## config.mk

```make
export PLATFORM = sky130hd
export DESIGN_NAME = resp_serializer_flat
export DESIGN_NICKNAME = d
export VERILOG_FILES = /design/src/rtl/resp_serializer_if.sv /design/src/rtl/resp_serializer.sv /design/src/flat_wrapper.sv
export SDC_FILE = /design/constraint.sdc
export NUM_CORES = 1
export LEC_CHECK = 0
export ABC_AREA = 1
export CAP_MARGIN = 20
export CORE_ASPECT_RATIO = 1.75
export CORE_UTILIZATION = 45
export CTS_BUF_LIST = sky130_fd_sc_hd__clkbuf_4 sky130_fd_sc_hd__clkbuf_8
export DETAILED_ROUTE_END_ITERATION = 8
export PLACE_DENSITY = 0.71
export SKIP_LAST_GASP = 1
export SLEW_MARGIN = 20
export SYNTH_ARGS = -nofsm -noshare
export SYNTH_HDL_FRONTEND = slang
export SYNTH_SLANG_ARGS = --single-unit
export TNS_END_PERCENT = 1
```

## constraint.sdc

```tcl
create_clock -name clk -period 3 [get_ports clk]
set_input_delay 0.3 -clock clk [delete_from_list [all_inputs] [get_ports clk]]
set_output_delay 0.3 -clock clk [all_outputs]
set_load 0.02 [all_outputs]
```

## src/rtl/resp_serializer_if.sv

```systemverilog
// resp_serializer_if: handshake bundle between the response serializer, the
// response FIFO (first-word-fall-through) and the UART TX byte sink.
//   resp_fifo_valid  FIFO non-empty
//   resp_fifo_data   head packet {opcode, addr, data, status}
//   resp_fifo_rd_en  one-cycle pop strobe
//   tx_data          byte offered to UART TX
//   tx_valid         tx_data valid
//   tx_ready         UART TX accepts the byte this cycle
// master: the serializer side.  slave: the FIFO / UART side.
interface resp_serializer_if;
    logic        resp_fifo_valid;
    logic [31:0] resp_fifo_data;
    logic        resp_fifo_rd_en;
    logic [7:0]  tx_data;
    logic        tx_valid;
    logic        tx_ready;

    modport master (
        input  resp_fifo_valid, resp_fifo_data, tx_ready,
        output resp_fifo_rd_en, tx_data, tx_valid
    );

    modport slave (
        output resp_fifo_valid, resp_fifo_data, tx_ready,
        input  resp_fifo_rd_en, tx_data, tx_valid
    );
endinterface

```

## src/rtl/resp_serializer.sv

```systemverilog
// resp_serializer: pops 32-bit response packets from the response FIFO and
// streams them byte-by-byte to the UART TX as a frame:
//   SYNC_BYTE, opcode, addr, data, status [, checksum]
// Optional checksum byte (opcode^addr^data^status) when RESP_CHECKSUM_EN is
// defined; otherwise frames are 5 bytes and no checksum logic exists.
// Ports:
//   clk          system clock, rising edge
//   rst          asynchronous active-low reset
//   bus          resp_serializer_if.master (FIFO pop side + TX byte side)
//   busy         frame in progress
//   frame_count  frames fully sent, wraps at 2^CNT_W
//   stall_err    sticky TX back-pressure timeout flag
//   clr_stall    synchronous clear of stall_err and the stall counter
module resp_serializer #(
    parameter logic [7:0] SYNC_BYTE   = 8'hA5,
    parameter int         STALL_LIMIT = 1024,
    parameter int         CNT_W       = 16
) (
    input  logic                 clk,
    input  logic                 rst,
    resp_serializer_if.master    bus,
    output logic                 busy,
    output logic [CNT_W-1:0]     frame_count,
    output logic                 stall_err,
    input  logic                 clr_stall
);

`ifdef RESP_CHECKSUM_EN
    localparam int FRAME_LEN = 6;
`else
    localparam int FRAME_LEN = 5;
`endif
    localparam int STALL_W = $clog2(STALL_LIMIT + 1);
    localparam logic [2:0]         LAST_IDX  = 3'(FRAME_LEN - 1);
    localparam logic [STALL_W-1:0] STALL_MAX = STALL_W'(STALL_LIMIT);

    typedef enum logic {IDLE, SEND} state_t;

    state_t             state_q, state_d;
    logic [31:0]        pkt_q, pkt_d;
    logic [2:0]         idx_q, idx_d;
    logic [CNT_W-1:0]   fc_d;
    logic [STALL_W-1:0] stall_cnt_q, stall_cnt_d;
    logic               stall_err_d;
    logic [7:0]         cur_byte;

    // Byte selected by the index; everything past the sync byte comes from
    // the latched packet so FIFO head changes cannot disturb a frame.
    always_comb begin
        cur_byte = 8'h00;
        case (idx_q)
            3'd0:    cur_byte = SYNC_BYTE;
            3'd1:    cur_byte = pkt_q[31:24];
            3'd2:    cur_byte = pkt_q[23:16];
            3'd3:    cur_byte = pkt_q[15:8];
            3'd4:    cur_byte = pkt_q[7:0];
`ifdef RESP_CHECKSUM_EN
            3'd5:    cur_byte = pkt_q[31:24] ^ pkt_q[23:16] ^ pkt_q[15:8] ^ pkt_q[7:0];
`endif
            default: cur_byte = 8'h00;
        endcase
    end

    always_comb begin
        state_d             = state_q;
        pkt_d               = pkt_q;
        idx_d               = idx_q;
        fc_d                = frame_count;
        bus.resp_fifo_rd_en = 1'b0;
        bus.tx_valid        = 1'b0;
        bus.tx_data         = 8'h00;
        case (state_q)
            IDLE: begin
                // Gated by rst so the pop strobe is low while reset is held,
                // even with a non-empty FIFO.
                if (bus.resp_fifo_valid && rst) begin
                    bus.resp_fifo_rd_en = 1'b1;
                    pkt_d               = bus.resp_fifo_data;
                    idx_d               = 3'd0;
                    state_d             = SEND;
                end
            end
            SEND: begin
                bus.tx_valid = 1'b1;
                bus.tx_data  = cur_byte;
                if (bus.tx_ready) begin
                    if (idx_q == LAST_IDX) begin
                        idx_d   = 3'd0;
                        fc_d    = frame_count + 1'b1;
                        state_d = IDLE;
                    end else begin
                        idx_d = idx_q + 3'd1;
                    end
                end
            end
            default: state_d = IDLE;
        endcase
    end

    // Stall counter saturates at STALL_MAX; stall_err latches on the cycle
    // the count reaches the limit. clr_stall overrides a same-cycle timeout.
    always_comb begin
        stall_cnt_d = stall_cnt_q;
        stall_err_d = stall_err;
        if (bus.tx_valid && bus.tx_ready) begin
            stall_cnt_d = '0;
        end else if (bus.tx_valid && (stall_cnt_q != STALL_MAX)) begin
            stall_cnt_d = stall_cnt_q + 1'b1;
            if (stall_cnt_d == STALL_MAX) stall_err_d = 1'b1;
        end
        if (clr_stall) begin
            stall_cnt_d = '0;
            stall_err_d = 1'b0;
        end
    end

    always_ff @(posedge clk or negedge rst) begin
        if (!rst) begin
            state_q     <= IDLE;
            pkt_q       <= '0;
            idx_q       <= '0;
            frame_count <= '0;
            stall_cnt_q <= '0;
            stall_err   <= 1'b0;
        end else begin
            state_q     <= state_d;
            pkt_q       <= pkt_d;
            idx_q       <= idx_d;
            frame_count <= fc_d;
            stall_cnt_q <= stall_cnt_d;
            stall_err   <= stall_err_d;
        end
    end

    assign busy = (state_q == SEND);

endmodule

```

## src/flat_wrapper.sv

```systemverilog
// flat-port wrapper written by rule: the top's interface ports become plain ports
module resp_serializer_flat 
#(
    parameter logic [7:0] SYNC_BYTE   = 8'hA5,
    parameter int         STALL_LIMIT = 1024,
    parameter int         CNT_W       = 16
)
  (clk, rst, busy, frame_count, stall_err, clr_stall, bus_resp_fifo_valid, bus_resp_fifo_data, bus_tx_ready, bus_resp_fifo_rd_en, bus_tx_data, bus_tx_valid);
  resp_serializer_if bus_i ();
  input  logic clk;
  input  logic rst;
  output logic busy;
  output logic [CNT_W-1:0] frame_count;
  output logic stall_err;
  input  logic clr_stall;
  input wire logic [$bits(bus_i.resp_fifo_valid)-1:0] bus_resp_fifo_valid;
  input wire logic [$bits(bus_i.resp_fifo_data)-1:0] bus_resp_fifo_data;
  input wire logic [$bits(bus_i.tx_ready)-1:0] bus_tx_ready;
  output wire logic [$bits(bus_i.resp_fifo_rd_en)-1:0] bus_resp_fifo_rd_en;
  output wire logic [$bits(bus_i.tx_data)-1:0] bus_tx_data;
  output wire logic [$bits(bus_i.tx_valid)-1:0] bus_tx_valid;
  assign bus_i.resp_fifo_valid = bus_resp_fifo_valid;
  assign bus_i.resp_fifo_data = bus_resp_fifo_data;
  assign bus_i.tx_ready = bus_tx_ready;
  assign bus_resp_fifo_rd_en = bus_i.resp_fifo_rd_en;
  assign bus_tx_data = bus_i.tx_data;
  assign bus_tx_valid = bus_i.tx_valid;
  resp_serializer #(.SYNC_BYTE(SYNC_BYTE), .STALL_LIMIT(STALL_LIMIT), .CNT_W(CNT_W)) u_core (.clk(clk), .rst(rst), .bus(bus_i), .busy(busy), .frame_count(frame_count), .stall_err(stall_err), .clr_stall(clr_stall));
endmodule
```

==> results of run 1 <==
## cell type report
type | count | area (sq um) | share of cell area, %
Sequential cell | 64 | 1602 | 38.85
Inverter | 30 | 112.6 | 2.731
Multi-Input combinational cell | 289 | 1443 | 34.99
Tap cell | 84 | 105.1 | 2.549
Timing Repair Buffer | 69 | 673.1 | 16.33
Clock inverter | 3 | 15.01 | 0.3642
Clock buffer | 13 | 172.7 | 4.188
## cell usage in the layout, fill, tap and decap left out, types with 8 or more instances in the layout
cell             Yosys  layout
xor2_1               8       8
nand2_1            161     161
nand3_1             28      28
clkdlybuf4s50_1      0      63
o21ai_0             15      15
a41oi_1              9       9
dfrtp_1             64      64
inv_1               29      29
nor2_1              23      22
clkbuf_8             0      12
## power by group through the flow
stage	Clock (mW)	Combinational (mW)	Sequential, mW
global placement	0	1.14	1.32
global route	0.753	1.31	1.33
finish	0.691	1.17	1.31
CTS	0.717	1.18	1.30
floorplan	0	0.701	1.29
detailed placement	0	1.17	1.31
## through the flow
step                instances  worst slack (ns)  util, %
CTS                       552            0.1308    60.09
detailed placement        536            0.5454    57.35
finish                    552            0.2353    60.13
floorplan                 397             1.043        -
global placement          536            0.6267    57.35
global route              552           0.01408    60.13
## worst max-delay path: stages, from the launching register on
cell and delay (ns):
dfrtp_1 0.40, inv_1 0.10, ha_1 0.35, a21oi_1 0.12, nand2_1 0.07, nand2_1 0.17
a41oi_1 0.26, clkdlybuf4s50_1 0.64
## logic make-up after synthesis
| family | synth area share, % |
|---|---|
| fa+ha+maj | 3.119 |
| xor+xnor | 3.275 |
| flops | 49.90 |
| buf+inv | 5.302 |
| simple gates | 30.72 |
| compound gates | 7.329 |
| mux | 0.3509 |
## state kept, by name (all words and copies together), names as in the netlist
signal              cells
u_core.frame_count     16
u_core.pkt_q           32
u_core.idx_q            3
u_core.busy             1
u_core.stall_cnt_q     11
u_core.stall_err        1
## routing by layer
metal	wire, microns	vias up
li1	-	1406
met1	3050	1293
met2	3888	72
met3	312	19
met4	195	0
met5	0	-
## final timing paths
| path | endpoint | depth (start not counted) |
|---|---|---|
| worst max-delay path | bus_tx_data[3] | 7 |
| worst min-delay path | u_core.stall_cnt_q[0] | 2 |
| worst max register to register | u_core.stall_cnt_q[2] | 11 |
| worst min register to register | u_core.pkt_q[24] | 2 |
| max in group asynchronous | u_core.idx_q[2] | 2 |
| min in group clk | u_core.idx_q[0] | 6 |
## repair_timing
action | 4_1_cts | 5_1_grt
setup endpoints to repair | 0 | 8
setup buffers | 0 | 0
gates resized for setup | 0 | 1
==> results by group, run 1 <==
Flow run
  • Max-Cap Viols: 0

STA
  • Fmax: 361.7 MHz
  • Hold WS: around 0.13 ns
  • Final slew viol count: 0
  • Clock Skews: about 0.0092 ns
  • Tcrit/Tclk final: 92.16%
  • Fin. Hold Viols: 0
  • Setup Total Neg Slack: 0 ns
  • Worst slew margin: 46.09%
  • Unrepaired setup endpoints after global routing: false
  • Setup violators final: 0
  • Worst-Margin Slew: 0.8086 ns
  • Final min period: 2.765 ns

Worst setup path
  • Element type at the critical path end: output port
  • WP data arrival: 2.46 ns
  • Reg2reg start: u_core.stall_cnt_q[0]
  • Startpoint types: flop
  • Critical path type: reg -> out
  • Worst-path maximum fanout: 9
  • R2r setup slk: 0.97 ns
  • CP Data Required Time: 2.70 ns
  • Crit path from: u_core.idx_q[1]

Synthesis
  • Most area-consuming cells after synthesis: dfrtp_1 (50%), nand2_1 (19%), nand3_1 (4.4%)
  • Distinct cells, synth: 29
  • Ys Warns: 0
  • Post-synth ARST share: 100.0%
  • Seq cells post-synth: 64
  • Synth Net Count: roughly 440
  • Ys flop type: dfrtp_1
  • Count leader, synth: nand2_1
  • Seq/Total Area, Yosys: 49.90%
  • Synthesized instance count: around 400
  • Post-synth EDFFs: 0
  • Most common library cells after synthesis: nand2_1 (161), dfrtp_1 (64), inv_1 (29)
  • Cell area after synthesis: around 3200 sq um
  • Yosys top cell area share: 49.90%
  • Post-Syn Area per Cell: ~8.1 sq um
  • Area leader, netlist: dfrtp_1

Layout
  • Diode count: 0
  • Finished Cell Area: 4123 sq um
  • Fraction of layout cells with a size suffix above 1: 7.906%
  • Fillers: approximately 650
  • Nets: 508
  • Layout area overhead: 28.46%

Floorplan
  • Initial Utilization: 46.81%
  • Die Width: about 66 microns
  • Cell row count: 40
  • Die H: 113.7 microns
  • Placeable Area: between 6000 and 7000 sq um
  • Ports: 65
  • Die Footprint: about 7500 sq um

Routing
  • Drt initial violations: 139
  • Vias/cell: 5.054
  • Final wirelength: 7447 microns
  • Residual DRC: 0
  • DRT Pass-1 Iters: 4
  • Vias after detailed routing: 2,790
  • Per-cell routed wire length: around 13 microns
  • Antenna-violating nets left: 0

Power and ir drop
  • Switching Share: roughly 37%
  • Peak supply drop: 0.5309 mV
  • Part of the power in registers: 41.3%
  • Leakage power: about 2.0 nW
  • Internal cell power: 1.988 mW
  • Net Sw Power: between 1 and 1.5 mW
  • Total power: 3.163 mW
  • Clock share of power: a little over a fifth
  • Logic pwr share: 36.9%
  • PD cells: 767.3 nW/um^2

Global routing
  • Number of global-route vias before repair: ~2,800
  • Routing usage on met2: 37.41%
  • Gr ovfl total: 0
  • Largest net degree at the start of global routing: 66
  • Grt peak-use layer: met2
  • Met3 global-route usage: 5.500%
  • First-pass GRT wire length: between 10,000 and 15,000 microns
  • GR Util All Layers: 22.66%
  • Initial antenna violation count: 0
  • GR Layer Usage met1: roughly 26%

Placement
  • Placer Congestion: about 0.86
  • DP Wirelength: 5422 microns
  • Placed inst area: 3933 sq um
  • I/O Buffers: 64

Clock tree
  • Root Buffer: clkbuf_8
  • Worst-Skew Late Latency: approximately 0.35 ns
  • Max clock buf depth: 2
  • Clk slew on worst S/H paths: 0.06 ns
  • CTS tree: done
  • TritonCTS buffer count: 9
  • # H-tree levels: 3
  • Clock Sinks: 64
  • Hold buffer count at CTS: 0

Worst hold path
  • Worst hold path type: in -> async

Status
  • Status: finished clean
Note: power is estimated with default switching activity, not from simulation.
==> inputs of run 2 (changes only) <==
ABC_AREA = not set   (was 1)
ABC_CLOCK_PERIOD_IN_PS = 3000   (was not set)
==> run 2 against run 1 <==
  * Hold slack gained 0.031 ns
  * Via count down 1.8%
  * Clock skew decreased by 0.0019 ns
  * Setup slack got worse by 0.064 ns
  * First-iteration DRC count down 10%
  * Critical path type unchanged
  * Critical endpoint is now bus_tx_data[1]
  * Largest cell class unchanged
  * Highest routed layer unchanged
==> results by group, run 2 <==
Power and ir drop
  • Peak supply drop: 0.6177 mV
  • Net Sw Power: 1.304 mW
  • Switching Share: 38.82%
  • Part of the power in registers: 41.2%
  • Internal cell power: 2.056 mW
  • Clock share of power: 20.6%
  • PD cells: 826.9 nW/um^2
  • Leakage power: around 1.9 nW
  • Logic pwr share: 38.3%

Worst hold path
  • Worst hold path type: in -> async

Placement
  • Placer Congestion: 0.9060
  • Placed insts: 486
  • I/O Buffers: 64
  • DP Wirelength: a little under 6000 microns

Floorplan
  • Die Footprint: roughly 7400 sq um
  • Placeable Area: 6857 sq um
  • Die H: 113.4 microns
  • Die Width: roughly 66 microns
  • Initial Utilization: 46.51%
  • Cell row count: 40
  • Ports: 65

STA
  • Worst-Margin Slew: a little over 0.8 ns
  • Final slew viol count: 0
  • Clock Skews: around 0.0073 ns
  • Unrepaired setup endpoints after global routing: false
  • Final min period: 2.829 ns
  • Fmax: 353.5 MHz
  • Fin. Hold Viols: 0
  • Setup Total Neg Slack: 0 ns
  • Tcrit/Tclk final: 94.30%
  • Worst slew margin: 46.03%
  • Setup violators final: 0

Routing
  • Final wirelength: 8049 microns
  • Per-cell routed wire length: between 15 and 20 microns
  • Antenna-violating nets left: 0
  • Drt initial violations: 125
  • DRT Pass-1 Iters: 5
  • Vias after detailed routing: 2,740
  • Vias/cell: 5.458
  • Residual DRC: 0

Global routing
  • Initial antenna violation count: 0
  • Number of global-route vias before repair: 2,881
  • First-pass GRT wire length: 13,450 microns
  • Gr ovfl total: 0
  • GR Util All Layers: about a quarter
  • Largest net degree at the start of global routing: 66

Layout
  • Nets: 458
  • Reg with most FFs: u_core.pkt_q
  • Largest regs: u_core.pkt_q (32), u_core.frame_count (16), u_core.stall_cnt_q (11)
  • Non-Filler Instances: ~500
  • Number of flip-flops under the largest register name: 32
  • Diode count: 0
  • Multi-input gate area: 1463 sq um
  • Fraction of layout cells with a size suffix above 1: slightly above 7%
  • Fillers: roughly 640
  • Reg area: 1602 sq um
  • Most frequent cells in the layout: nand2_1 (113), dfrtp_1 (64), clkdlybuf4s50_1 (63)
  • Post-Route Utilization: between 50% and 60%
  • Most common cell after layout, fill and taps aside: nand2_1
  • Layout area overhead: 27.42%

Worst setup path
  • Worst-path maximum fanout: 12
  • WP data arrival: roughly 2.5 ns
  • Element type at the critical path end: output port
  • Startpoint types: flop
  • CP Data Required Time: between 2 and 3 ns
  • Critical path type: reg -> out

Synthesis
  • Most area-consuming cells after synthesis: dfrtp_1 (50%), nand2_1 (13%), xnor2_1 (3.6%)
  • Post-Syn Area per Cell: 9.061 sq um
  • Ys Warns: 0
  • Seq cells post-synth: 64
  • Ys flop type: dfrtp_1
  • Synthesized instance count: about 350
  • Synth Net Count: 397
  • Yosys top cell area share: 50.22%
  • Distinct cells, synth: 49
  • Post-synth EDFFs: 0
  • Most common library cells after synthesis: nand2_1 (113), dfrtp_1 (64), nand3_1 (15), nor2_1 (15), xnor2_1 (13)
  • Cell area after synthesis: 3189 sq um
  • Post-synth ARST share: 100.0%
  • Count leader, synth: nand2_1
  • Area leader, netlist: dfrtp_1
  • Seq/Total Area, Yosys: 50.22%

Clock tree
  • TritonCTS buffer count: 9
  • # H-tree levels: 3
  • Max clock buf depth: 2
  • Worst-Skew Late Latency: ~0.35 ns
  • Clock Sinks: 64
  • Hold buffer count at CTS: 0
  • Post-cts sizing count: 0
  • Clk slew on worst S/H paths: roughly 0.07 ns
  • CTS tree: done
  • Root Buffer: clkbuf_8
  • # Post-CTS Setup Buffers: 0

Flow run
  • Max-Cap Viols: 0

Status
  • Status: finished clean
-- run 2: changes by cell type after synthesis, moves of 8 or more --
cell,change
a41oi_1,-8
inv_1,-20
nand2_1,-48
nand3_1,-13
nor2_1,-8
o21ai_0,-13
xnor2_1,+9
-- run 2: logic make-up after synthesis --
| group | after synthesis | synth area share [%] |
|---|---|---|
| AOI/OAI and AO/OA | 57 | 13.03 |
| xor gates and xnor gates | 15 | 4.119 |
| adders and majority gates | 8 | 3.139 |
| buffers and inverters | 29 | 3.923 |
| DFF | 64 | 50.22 |
| muxes | 1 | 0.3139 |
| and+or+nand+nor | 178 | 25.26 |
-- run 2: per-stage QoR --
step           total power, mW  area (sq um)  hold slack (ns)  worst slack, ns
2_1_floorplan            2.139          3189         0.004409            1.105
3_3_place_gp             2.646          3876           0.4652           0.5740
3_5_place_dp             2.671          3876           0.4722           0.5426
4_1_cts                  3.377          4064           0.2016           0.1655
5_1_grt                  3.577          4064           0.2491          0.01210
6_report                 3.360          4064           0.1584           0.1709
-- run 2: power groups by stage --
stage                     Clock [mW]  Sequential [mW]  Combinational, mW
after global routing           0.742             1.41               1.43
after CTS                      0.706             1.38               1.29
after floorplan                    0             1.29              0.851
after global placement             0             1.40               1.25
after detailed placement           0             1.40               1.28
final                          0.691             1.38               1.29
-- run 2: path summary, 6_finish.rpt --
check	start	to	slack [ns]	cells past startpoint
worst min-delay path	rst	u_core.pkt_q[15]	0.16	2
worst max register to register	u_core.idx_q[0]	u_core.frame_count[15]	0.77	6
worst max-delay path	u_core.idx_q[0]	bus_tx_data[1]	0.17	7
worst min register to register	u_core.frame_count[15]	u_core.frame_count[15]	0.49	1
max in group asynchronous	rst	u_core.frame_count[1]	2.29	2
min in group clk	bus_resp_fifo_data[22]	u_core.pkt_q[22]	0.48	3
-- run 2: critical path: stages (launching register included) --
cell and delay (ns):
dfrtp_1 0.42, inv_1 0.09, ha_1 0.35, and2_1 0.26, a32o_1 0.21, a221oi_1 0.22
nor2_1 0.08, clkdlybuf4s50_1 0.56
-- run 2: layout make-up --
cell class              count  area share [%]
flip-flops and latches     64           39.41
multi-input cells         259           35.99
repair buffers             68           16.38
clock buffers              12           3.910
well taps                  84           2.586
inverters                  11           1.016
clock inverters             4          0.7081
-- run 2: metal layers --
metal  vias up  part of all wire [%]  global-route usage, %
met5         -                     0                      0
met4         0                   3.8                  14.35
met3        26                   4.0                  5.040
met2        93                    56                  42.79
met1      1292                    36                  25.20
li1       1329                     -                      -
==> inputs of run 3 (changes only) <==
GPL_ROUTABILITY_DRIVEN = 0   (was not set)
==> run 3 against run 2 <==
  * Critical path depth unchanged
  * Via count decreased by 0.18%
  * Global-route usage decreased by 0.49 points
  * Hold slack improved by 0.010 ns
  * Fmax increased by 2.2%
  * Routed wire length decreased by 3.7%
  * Combinational power about the same
  * Setup slack improved by 0.061 ns
  * Power increased by 3.8%
  * Non-clock buffer count unchanged
  * Critical endpoint is now bus_tx_data[4]
  * Largest power group unchanged
==> results by group, run 3 (synthesis results as in run 2) <==
Layout
  • Multi-input gate area: between 1000 and 1500 sq um
  • Largest regs: u_core.pkt_q (32), u_core.frame_count (16), u_core.stall_cnt_q (11)
  • Post-Route Utilization: 59.85%
  • Non-Filler Instances: 502
  • Nets: 458
  • Reg with most FFs: u_core.pkt_q
  • Number of flip-flops under the largest register name: 32
  • Reg area: between 1500 and 2000 sq um
  • Fraction of layout cells with a size suffix above 1: approximately 7.4%
  • Most common cell after layout, fill and taps aside: nand2_1
  • Diode count: 0
  • Layout area overhead: 28.68%
  • Most frequent cells in the layout: nand2_1 (113), dfrtp_1 (64), clkdlybuf4s50_1 (63)
  • Fillers: 614

Worst setup path
  • Critical path type: reg -> out
  • Element type at the critical path end: output port
  • Crit-path most repeated cell: nor2_1
  • Worst-path maximum fanout: 9
  • Slowest Stage Delay on Critical Path: 0.56 ns
  • Worst r2r dst: u_core.frame_count[15]
  • Startpoint types: flop
  • Crit path from: u_core.idx_q[0]
  • R2r setup slk: 0.88 ns
  • Worst r2r path cells: 6
  • CP Data Required Time: 2.70 ns
  • CP Cell Sequence: inv_1 > ha_1 > nor3_1 > nor2_1 > o21ai_1 > nor2_1 > clkdlybuf4s50_1
  • WP data arrival: 2.47 ns
  • Crit path max-delay cell type: clkdlybuf4s50_1
  • Reg2reg start: u_core.idx_q[0]

STA
  • Setup violators final: 0
  • Worst slew margin: 46.34%
  • Final slew viol count: 0
  • Unrepaired setup endpoints after global routing: false
  • PnR worst setup slack: roughly 0.23 ns
  • Hold WS: 0.1684 ns
  • Clock Skews: 0.004593 ns
  • Final min period: between 2 and 3 ns
  • Tcrit/Tclk final: between 90% and 100%
  • Fin. Hold Viols: 0
  • Setup Total Neg Slack: 0 ns
  • Fmax: 361.3 MHz
  • Worst-Margin Slew: slightly above 0.8 ns

Clock tree
  • Clock Sinks: 64
  • Max clock buf depth: 2
  • # Post-CTS Setup Buffers: 0
  • Root Buffer: clkbuf_8
  • CTS tree: done
  • Clk slew on worst S/H paths: 0.06 ns
  • Post-cts sizing count: 0
  • # H-tree levels: 3
  • Hold buffer count at CTS: 0
  • TritonCTS buffer count: 9
  • Worst-Skew Late Latency: between 0.3 and 0.4 ns

Global routing
  • Initial antenna violation count: 0
  • GR Util All Layers: 23.66%
  • Gr ovfl total: 0
  • Number of global-route vias before repair: roughly 2,800
  • First-pass GRT wire length: around 13,000 microns
  • Largest net degree at the start of global routing: 66

Floorplan
  • Initial Utilization: 46.51%
  • Die H: 113.4 microns
  • Placeable Area: around 6900 sq um
  • Die Footprint: 7441 sq um
  • Die Width: 65.64 microns
  • Cell row count: 40
  • Ports: 65

Placement
  • I/O Buffers: between 60 and 70
  • DP Wirelength: 5758 microns
  • Placed insts: 486
  • Pre-CTS setup slack: between 0.5 and 0.6 ns

Power and ir drop
  • PD cells: 849.7 nW/um^2
  • Leakage power: 1.905 nW
  • Peak supply drop: 0.7631 mV

Routing
  • Per-cell routed wire length: 15.44 microns
  • Vias after detailed routing: 2,735
  • Vias/cell: roughly 5.4
  • Drt initial violations: 161
  • DRT Pass-1 Iters: 4
  • Antenna-violating nets left: 0
  • Residual DRC: 0
  • Final wirelength: 7752 microns

Flow run
  • Max-Cap Viols: 0

Worst hold path
  • Worst hold path type: in -> async

Status
  • Status: finished clean
[run 3: cell type report]
| class | count | share of cell area (%) |
|---|---|---|
| Timing Repair Buffer | 68 | 16.22 |
| Tap cell | 84 | 2.561 |
| Inverter | 11 | 1.006 |
| Multi-Input combinational cell | 259 | 35.70 |
| Clock buffer | 13 | 3.902 |
| Clock inverter | 3 | 1.585 |
| Sequential cell | 64 | 39.02 |
[run 3: stage by stage]
stage	total power, mW	instance area, sq um
2_1_floorplan	2.139	3189
3_3_place_gp	2.641	3876
3_5_place_dp	2.663	3876
4_1_cts	3.513	4101
5_1_grt	3.715	4104
6_report	3.487	4104
[run 3: where the power goes]
part	internal, mW	leakage, nW	switching (mW)
clock	0.517	0.118	0.308
combinational	0.587	0.958	0.689
sequential	1.12	0.830	0.266
total	2.22	1.91	1.26
[run 3: worst max path at each step]
| stage | cells past startpoint | endpoint |
|---|---|---|
| global route | 6 | bus_tx_data[0] |
| floorplan | 7 | bus_tx_data[0] |
| finish | 7 | bus_tx_data[4] |
| detailed placement | 7 | bus_tx_data[1] |
| CTS | 7 | bus_tx_data[1] |
| global placement | 7 | bus_tx_data[1] |
[run 3: critical path: cells and delay by family, from the launching register on]
kind,cells,cell delay (ns)
AO/OA/AOI/OAI,1,0.41
buffers and inverters,2,0.65
adder cells (fa/ha/maj),1,0.32
flip-flops,1,0.42
AND/OR/NAND/NOR,3,0.34
[run 3: routing by layer]
metal,up-vias,GRT usage [%],wire (microns)
met5,-,0,0
met1,1297,24.05,2749
met2,86,41.43,4285
met4,0,14.93,399
li1,1326,-,-
met3,26,6.048,317
